$ cat src/rtl/jk_pkg.sv
// Shared types and excitation constants for the JK bank driver.
package jk_pkg;

    // Driver sequencing states.
    typedef enum logic [1:0] {
        ST_IDLE  = 2'd0,
        ST_DRIVE = 2'd1,
        ST_CHECK = 2'd2
    } jk_state_e;

    // Excitation pairs, packed as {J, K}.
    localparam logic [1:0] JK_HOLD   = 2'b00;
    localparam logic [1:0] JK_RESET  = 2'b01;
    localparam logic [1:0] JK_SET    = 2'b10;
    localparam logic [1:0] JK_TOGGLE = 2'b11;

    // Excitation needed to move one flip-flop from q to d.
    function automatic logic [1:0] jk_excite(input logic q, input logic d, input logic toggle);
        logic [1:0] v_jk;
        if (q == d)
            v_jk = JK_HOLD;
        else if (toggle)
            v_jk = JK_TOGGLE;
        else if (d)
            v_jk = JK_SET;
        else
            v_jk = JK_RESET;
        return v_jk;
    endfunction

endpackage

$ cat src/rtl/jk_excite_cell.sv
// One-bit JK excitation: combinational mapping from (q, d, toggle) to (j, k).
module jk_excite_cell
    import jk_pkg::*;
(
    input  logic q,
    input  logic d,
    input  logic toggle,
    output logic j,
    output logic k
);

    logic [1:0] w_jk;

    // Look up the {J, K} pair for this bit.
    always_comb begin
        w_jk = jk_excite(q, d, toggle);
        j    = w_jk[1];
        k    = w_jk[0];
    end

endmodule

$ cat src/rtl/jk_excite_driver.sv
// Drives an external JK flip-flop bank toward a requested state, checks the
// result on q_fb and re-drives a bounded number of times before giving up.
//
//   state    | meaning
//   ---------+-------------------------------------------------------------
//   ST_IDLE  | waiting for a target; tgt_ready high, j/k held at zero
//   ST_DRIVE | one cycle of excitation computed from q_fb and the target
//   ST_CHECK | compare q_fb with the target; finish, retry or report error
module jk_excite_driver
    import jk_pkg::*;
#(
    parameter int WIDTH     = 4,
    parameter int MAX_RETRY = 2
) (
    input  logic             clk,
    input  logic             rst,
    input  logic             tgt_valid,
    input  logic [WIDTH-1:0] tgt_data,
    output logic             tgt_ready,
    input  logic             toggle_mode,
    input  logic [WIDTH-1:0] q_fb,
    output logic [WIDTH-1:0] j,
    output logic [WIDTH-1:0] k,
    output logic             busy,
    output logic             done,
    output logic             err,
    output logic [7:0]       mismatch_cnt
);

    // Retry counter must be able to hold MAX_RETRY itself.
    localparam int RW = (MAX_RETRY < 1) ? 1 : $clog2(MAX_RETRY + 1);
    localparam logic [RW-1:0] RETRY_LIMIT = RW'(MAX_RETRY);

    jk_state_e        r_state;
    logic [WIDTH-1:0] r_tgt;
    logic             r_tog;
    logic [RW-1:0]    r_retry;
    logic             r_done;
    logic             r_err;
    logic [7:0]       r_mcnt;

    logic [WIDTH-1:0] w_j_cell;
    logic [WIDTH-1:0] w_k_cell;
    logic             w_drive;
    logic             w_match;

    for (genvar gi = 0; gi < WIDTH; gi++) begin : g_cell
        jk_excite_cell u_cell (
            .q      (q_fb[gi]),
            .d      (r_tgt[gi]),
            .toggle (r_tog),
            .j      (w_j_cell[gi]),
            .k      (w_k_cell[gi])
        );
    end

    // Excitation only reaches the bank during DRIVE; otherwise hold.
    always_comb begin
        w_drive = (r_state == ST_DRIVE);
        w_match = (q_fb == r_tgt);
        j       = w_drive ? w_j_cell : '0;
        k       = w_drive ? w_k_cell : '0;
    end

    assign tgt_ready    = (r_state == ST_IDLE);
    assign busy         = (r_state != ST_IDLE);
    assign done         = r_done;
    assign err          = r_err;
    assign mismatch_cnt = r_mcnt;

    // Sequencer: accept, drive, check, retry, and result pulses.
    always_ff @(posedge clk) begin
        if (rst) begin
            r_state <= ST_IDLE;
            r_tgt   <= '0;
            r_tog   <= 1'b0;
            r_retry <= '0;
            r_done  <= 1'b0;
            r_err   <= 1'b0;
            r_mcnt  <= '0;
        end else begin
            r_done <= 1'b0;
            r_err  <= 1'b0;
            case (r_state)
                ST_IDLE: begin
                    if (tgt_valid) begin
                        r_tgt   <= tgt_data;
                        r_tog   <= toggle_mode;
                        r_retry <= '0;
                        r_state <= ST_DRIVE;
                    end
                end
                ST_DRIVE: begin
                    r_state <= ST_CHECK;
                end
                ST_CHECK: begin
                    if (w_match) begin
                        r_done  <= 1'b1;
                        r_state <= ST_IDLE;
                    end else begin
                        if (r_mcnt != 8'hFF)
                            r_mcnt <= r_mcnt + 8'd1;
                        if (r_retry < RETRY_LIMIT) begin
                            r_retry <= r_retry + RW'(1);
                            r_state <= ST_DRIVE;
                        end else begin
                            r_err   <= 1'b1;
                            r_state <= ST_IDLE;
                        end
                    end
                end
                default: begin
                    r_state <= ST_IDLE;
                end
            endcase
        end
    end

endmodule
$ cat config.mk
export PLATFORM = sky130hd
export DESIGN_NAME = jk_excite_driver
export DESIGN_NICKNAME = d
export VERILOG_FILES = /design/src/rtl/jk_pkg.sv /design/src/rtl/jk_excite_cell.sv /design/src/rtl/jk_excite_driver.sv
export SDC_FILE = /design/constraint.sdc
export NUM_CORES = 1
export LEC_CHECK = 0
export CORE_UTILIZATION = 49
export CTS_CLUSTER_DIAMETER = 40
export CTS_CLUSTER_SIZE = 20
export DETAILED_ROUTE_END_ITERATION = 7
export PLACE_DENSITY = 0.83
export SYNTH_ARGS = -nofsm -noshare
export SYNTH_HDL_FRONTEND = slang
export SYNTH_HIERARCHICAL = 1
export SYNTH_SLANG_ARGS = --single-unit
$ cat constraint.sdc
create_clock -name clk -period 2.7 [get_ports clk]
set_input_delay 0.54 -clock clk [delete_from_list [all_inputs] [get_ports clk]]
set_output_delay 0.54 -clock clk [all_outputs]
set_load 0.05 [all_outputs]
; Yosys cells after proc, flatten, opt, wreduce, memory -nomap -nowiden
; Cells that the tools add are included.
[totals]
register_bits = 19
inputBits = 12
output_inout_bits = 20
wordCells = 55
[op_classes]
n_lt_le_gt_ge = 1
eq_ne = 11
n_mux = 24
n_reduce_logical = 8
addsub = 2
bitwise = 2
[ops]
columns = op, count
row1 = $mux W2, 16
row2 = $add A8 B1 Y8 const B, 1
row3 = $mux W4, 2
row4 = $ne A8 B8 Y1 const B, 1
row5 = $ne A2 B2 Y1 const B, 3
row6 = $pmux W2 S3, 1
row7 = $eq A1 B1 Y1, 4
row8 = $eq A4 B4 Y1, 1
row9 = $mux W1, 4
row10 = $pmux W2 S2, 1
row11 = $reduce_and A4 Y1, 1
row12 = $reduce_bool A2 Y1, 2
row13 = $reduce_and A3 Y1, 1
row14 = $reduce_or A3 Y1, 1
row15 = $add A2 B1 Y2 const B, 1
row16 = $eq A2 B1 Y1 const B, 1
row17 = $eq A2 B2 Y1 const B, 1
row18 = $logic_not A2 Y1, 1
row19 = $lt A2 B2 Y1 const B, 1
row20 = $not A1 Y1, 2
row21 = $reduce_and A2 Y1, 1
row22 = $reduce_or A2 Y1, 1

; Longest topological paths before layout
[depth]
depth_word = 4
ltp_mapped = 6
ltp_nobuf = 5

; Cells and area by module
; The synthesis kept the hierarchy.
[modules_own_cells]
columns = module, seq_area_each_um2, area_per_inst_um2, n_inst, cells_each
row1 = jk_excite_driver, 380.4, 949.7, 1, 107
row2 = jk_excite_cell, 0.0, 27.5, 4, 4

; Least setup slack after synthesis
; OpenSTA, ideal clock, no wires.
[synth_path]
kind = reg2out
startpoint = register r_state[0]
endpoint = output busy
required_ns = 2.160
stages_incl_launch_ff = 3
path_slack_ns = 0.653
arrival_ns = 1.507
n_path_buf = 0
path_cell_list = dfxtp_1 > nor2_1 > inv_1
[synth_via]
elab_chain_cells = 1
[synth_lines]
columns = element, line
row1 = "start, declared", jk_excite_driver.sv:34  ; jk_state_e r_state;
row2 = "start signal, assigned", jk_excite_driver.sv:74  ; r_state <= ST_IDLE;
row3 = "start signal, assigned", jk_excite_driver.sv:90  ; r_state <= ST_DRIVE;
row4 = "start signal, assigned", jk_excite_driver.sv:94  ; r_state <= ST_CHECK;
row5 = $reduce_bool A2 Y1, jk_excite_driver.sv:66  ; assign busy = (r_state != ST_IDLE);
row6 = "end, declared", jk_excite_driver.sv:24  ; output logic busy,
; No other way between the ends.

; Final worst setup path
[layout_path]
startpoint = register r_state[0]
endpoint = output tgt_ready
[layout_via]
elab_chain_cells = 1
[layout_lines]
columns = element, line
row1 = $logic_not A2 Y1, jk_excite_driver.sv:65  ; assign tgt_ready = (r_state == ST_IDLE);
row2 = "end, declared", jk_excite_driver.sv:19  ; output logic tgt_ready,
; No other way between the ends.

==> flow_summary.ini <==
[outcome]
status = complete, no violations

[route]
ant_nets = 0
drtIter0Drc = 11
via_per_inst = 5.49
dr.pass1.iters = 5
avgRoutedWirePerCell_um = 12.4
drc_errors = 0
vias = 1010
routed_wl_um = 2280

[clocking]
postCtsResizedCells = 0
hold_buffers = 0
clock_latency_ps = 290
cts_tree = done
clock_sinks = 19
clockRootBuffer = clkbuf_4
cts_buffers = 3
clkTransAtPathRegs_ps = 110
clock_path_buffers = 2
htree_levels = 1
post_cts_buffers = 0

[sta]
max_freq_mhz = 447
rsz0062_at_grt = false
finalWorstSetupSlack_ps = 461
setup_viol = 0
fin_setup_tns_ps = 0
slew_headroom = 0.640
finClkSkew_ps = 10.2
finalCritPeriodShare = 0.829
slew_viol_final = 0
hold_viol = 0
period_minus_slack_ps = 2240
hold_slack_ps = 509
worstMarginPinSlew_ps = 538

[power_and_ir_drop]
switching_share = 0.295
p_comb_frac = 0.248
p_leak_nw = 0.550
p_int_uw = 412
seqPwrFrac = 0.515
powerDensity_nw_per_um2 = 387
clkPwrFrac = 0.237
vdd_ir_drop_max_mv = 0.340
p_switching_uw = 173

[global_routing]
grt_pass1_wl_um = 3870
grt_overflow_total = 0
antenna_found_initial = 0
grt_max_degree = 14
grt_pass1_vias = 927
grt_use_total = 0.206

[critical_path]
cp_data_required_time_ps = 2160
critPathBufInv = 1
crit_arrival_ps = 1700
crit_slowest_cell = clkdlybuf4s50_1
worstPathMaxFanout = 4
max_stage_delay_ps = 850
worstSetupStartpointType = register
cp_cell_sequence = nor2_1, clkdlybuf4s50_1
worstSetupPathType = reg -> out
cp-end-kind = output port
critPathTopFamily = buffers and inverters

[die]
die_w_um = 48.5
dieArea_um2 = 2350
core_um2 = 2000
rows = 16
start_util = 0.529
io_pins = 32
die_y_um = 48.5

[logic_synthesis]
synth_edf_count = 0
synth-warning-count = 6
yosys_register_bits = 19
netlist_top_cells_area = dfxtp_1 (36%), mux2i_1 (8.5%), nand2_1 (7.4%)
synthArstFlopShare = 0
syn_area_um2 = 1060
yosysTopAreaCellShare = 0.359
syn_inst = 123
yosysTopAreaCell = dfxtp_1
ys_seq_area_frac = 0.359
synth_nets = 136
ys_types = 35
avgSynthCellArea_um2 = 8.62
synth-main-ff-cell = dfxtp_1

[cells_and_area]
syn2layout_area_growth_pct = 42.4
final_common_cell = clkdlybuf4s50_1
ff_latch_area_um2 = 380
final_cell_mix = clkdlybuf4s50_1 (23), nand2_1 (21), dfxtp_1 (19)
drive_above_1_share = 0.127
utilization = 0.754
antenna_cells = 0
nNetsFinal = 171
stdcell_count = 184
fillers = 157
multi_input_area_um2 = 628

[placement]
dp_cells = 180
dp_hpwl_um = 1820
globalplace.congestion = 0.821
port_buffers = 31
pre_cts_ws_ps = 200

[job]
drv_cap = 0

[min_path]
hold_class = reg -> reg
power groups by stage:
stage | combinational, mW | sequential [mW] | clock [mW]
after floorplan | 0.0820 | 0.308 | 0
after global placement | 0.143 | 0.306 | 0
after detailed placement | 0.146 | 0.308 | 0
after CTS | 0.146 | 0.301 | 0.144
after global routing | 0.155 | 0.303 | 0.153
final | 0.145 | 0.301 | 0.138
Yosys cell counts (all sizes together) (2+ instances only):
library cell and count:
a21oi 11, and2 9, buf 3, dfxtp 19, inv 4, mux2i 9, nand2 21, nand2b 3
nand3 4, nor2 5, nor2b 2, nor4 3, o31ai 4, or4 5, xor2 4
worst register-to-register path, stage by stage (launching register included):
cell     delay [ps]
dfxtp_1         450
xor2_1          290
o41ai_4         170
buf_12          180
or4_1           500
a21oi_1         170
cells by family (layout without fill, tap and decap cells):
logic type      count (synthesis)  after routing  synth area share
flops                          19             19             0.359
mux                            10             10            0.0956
xor+xnor                        4              4            0.0402
compound gates                 20             20             0.137
buf+inv                         8             42            0.0484
fa+ha+maj                       1              1            0.0118
simple gates                   61             61             0.308
final timing paths:
kind | from | end | slack (ps) | depth (start not counted)
worst max-delay path | r_state[0] | tgt_ready | 460 | 2
worst min-delay path | r_retry[0] | r_retry[0] | 510 | 2
worst max register to register | r_tgt[3] | mismatch_cnt[3] | 880 | 5
worst min register to register | r_retry[0] | r_retry[0] | 510 | 2
metrics by stage:
stage | area (um2) | power, mW
2_1_floorplan | 1060 | 0.390
3_3_place_gp | 1480 | 0.449
3_5_place_dp | 1480 | 0.453
4_1_cts | 1510 | 0.592
5_1_grt | 1510 | 0.611
6_report | 1510 | 0.585
area by class of cell:
type / count / share of cell area
Clock buffer: 4 / 0.0174
Inverter: 4 / 0.00995
Multi-Input combinational cell: 96 / 0.416
Sequential cell: 19 / 0.252
Tap cell: 27 / 0.0224
Timing Repair Buffer: 34 / 0.282
sequential cells by signal, summed over array words and instances (netlist names):
register      count
r_state           2
mismatch_cnt      8
done              1
r_retry           2
r_tgt             4
err               1
r_tog             1
metal layers:
metal / vias up / track usage / routed length, um
li1: 503 / - / -
met1: 467 / 0.220 / 949
met2: 34 / 0.411 / 1180
met3: 6 / 0.0189 / 96
met4: 0 / 0.0735 / 53
met5: - / 0 / 0
(Power assumes the default switching activity.)
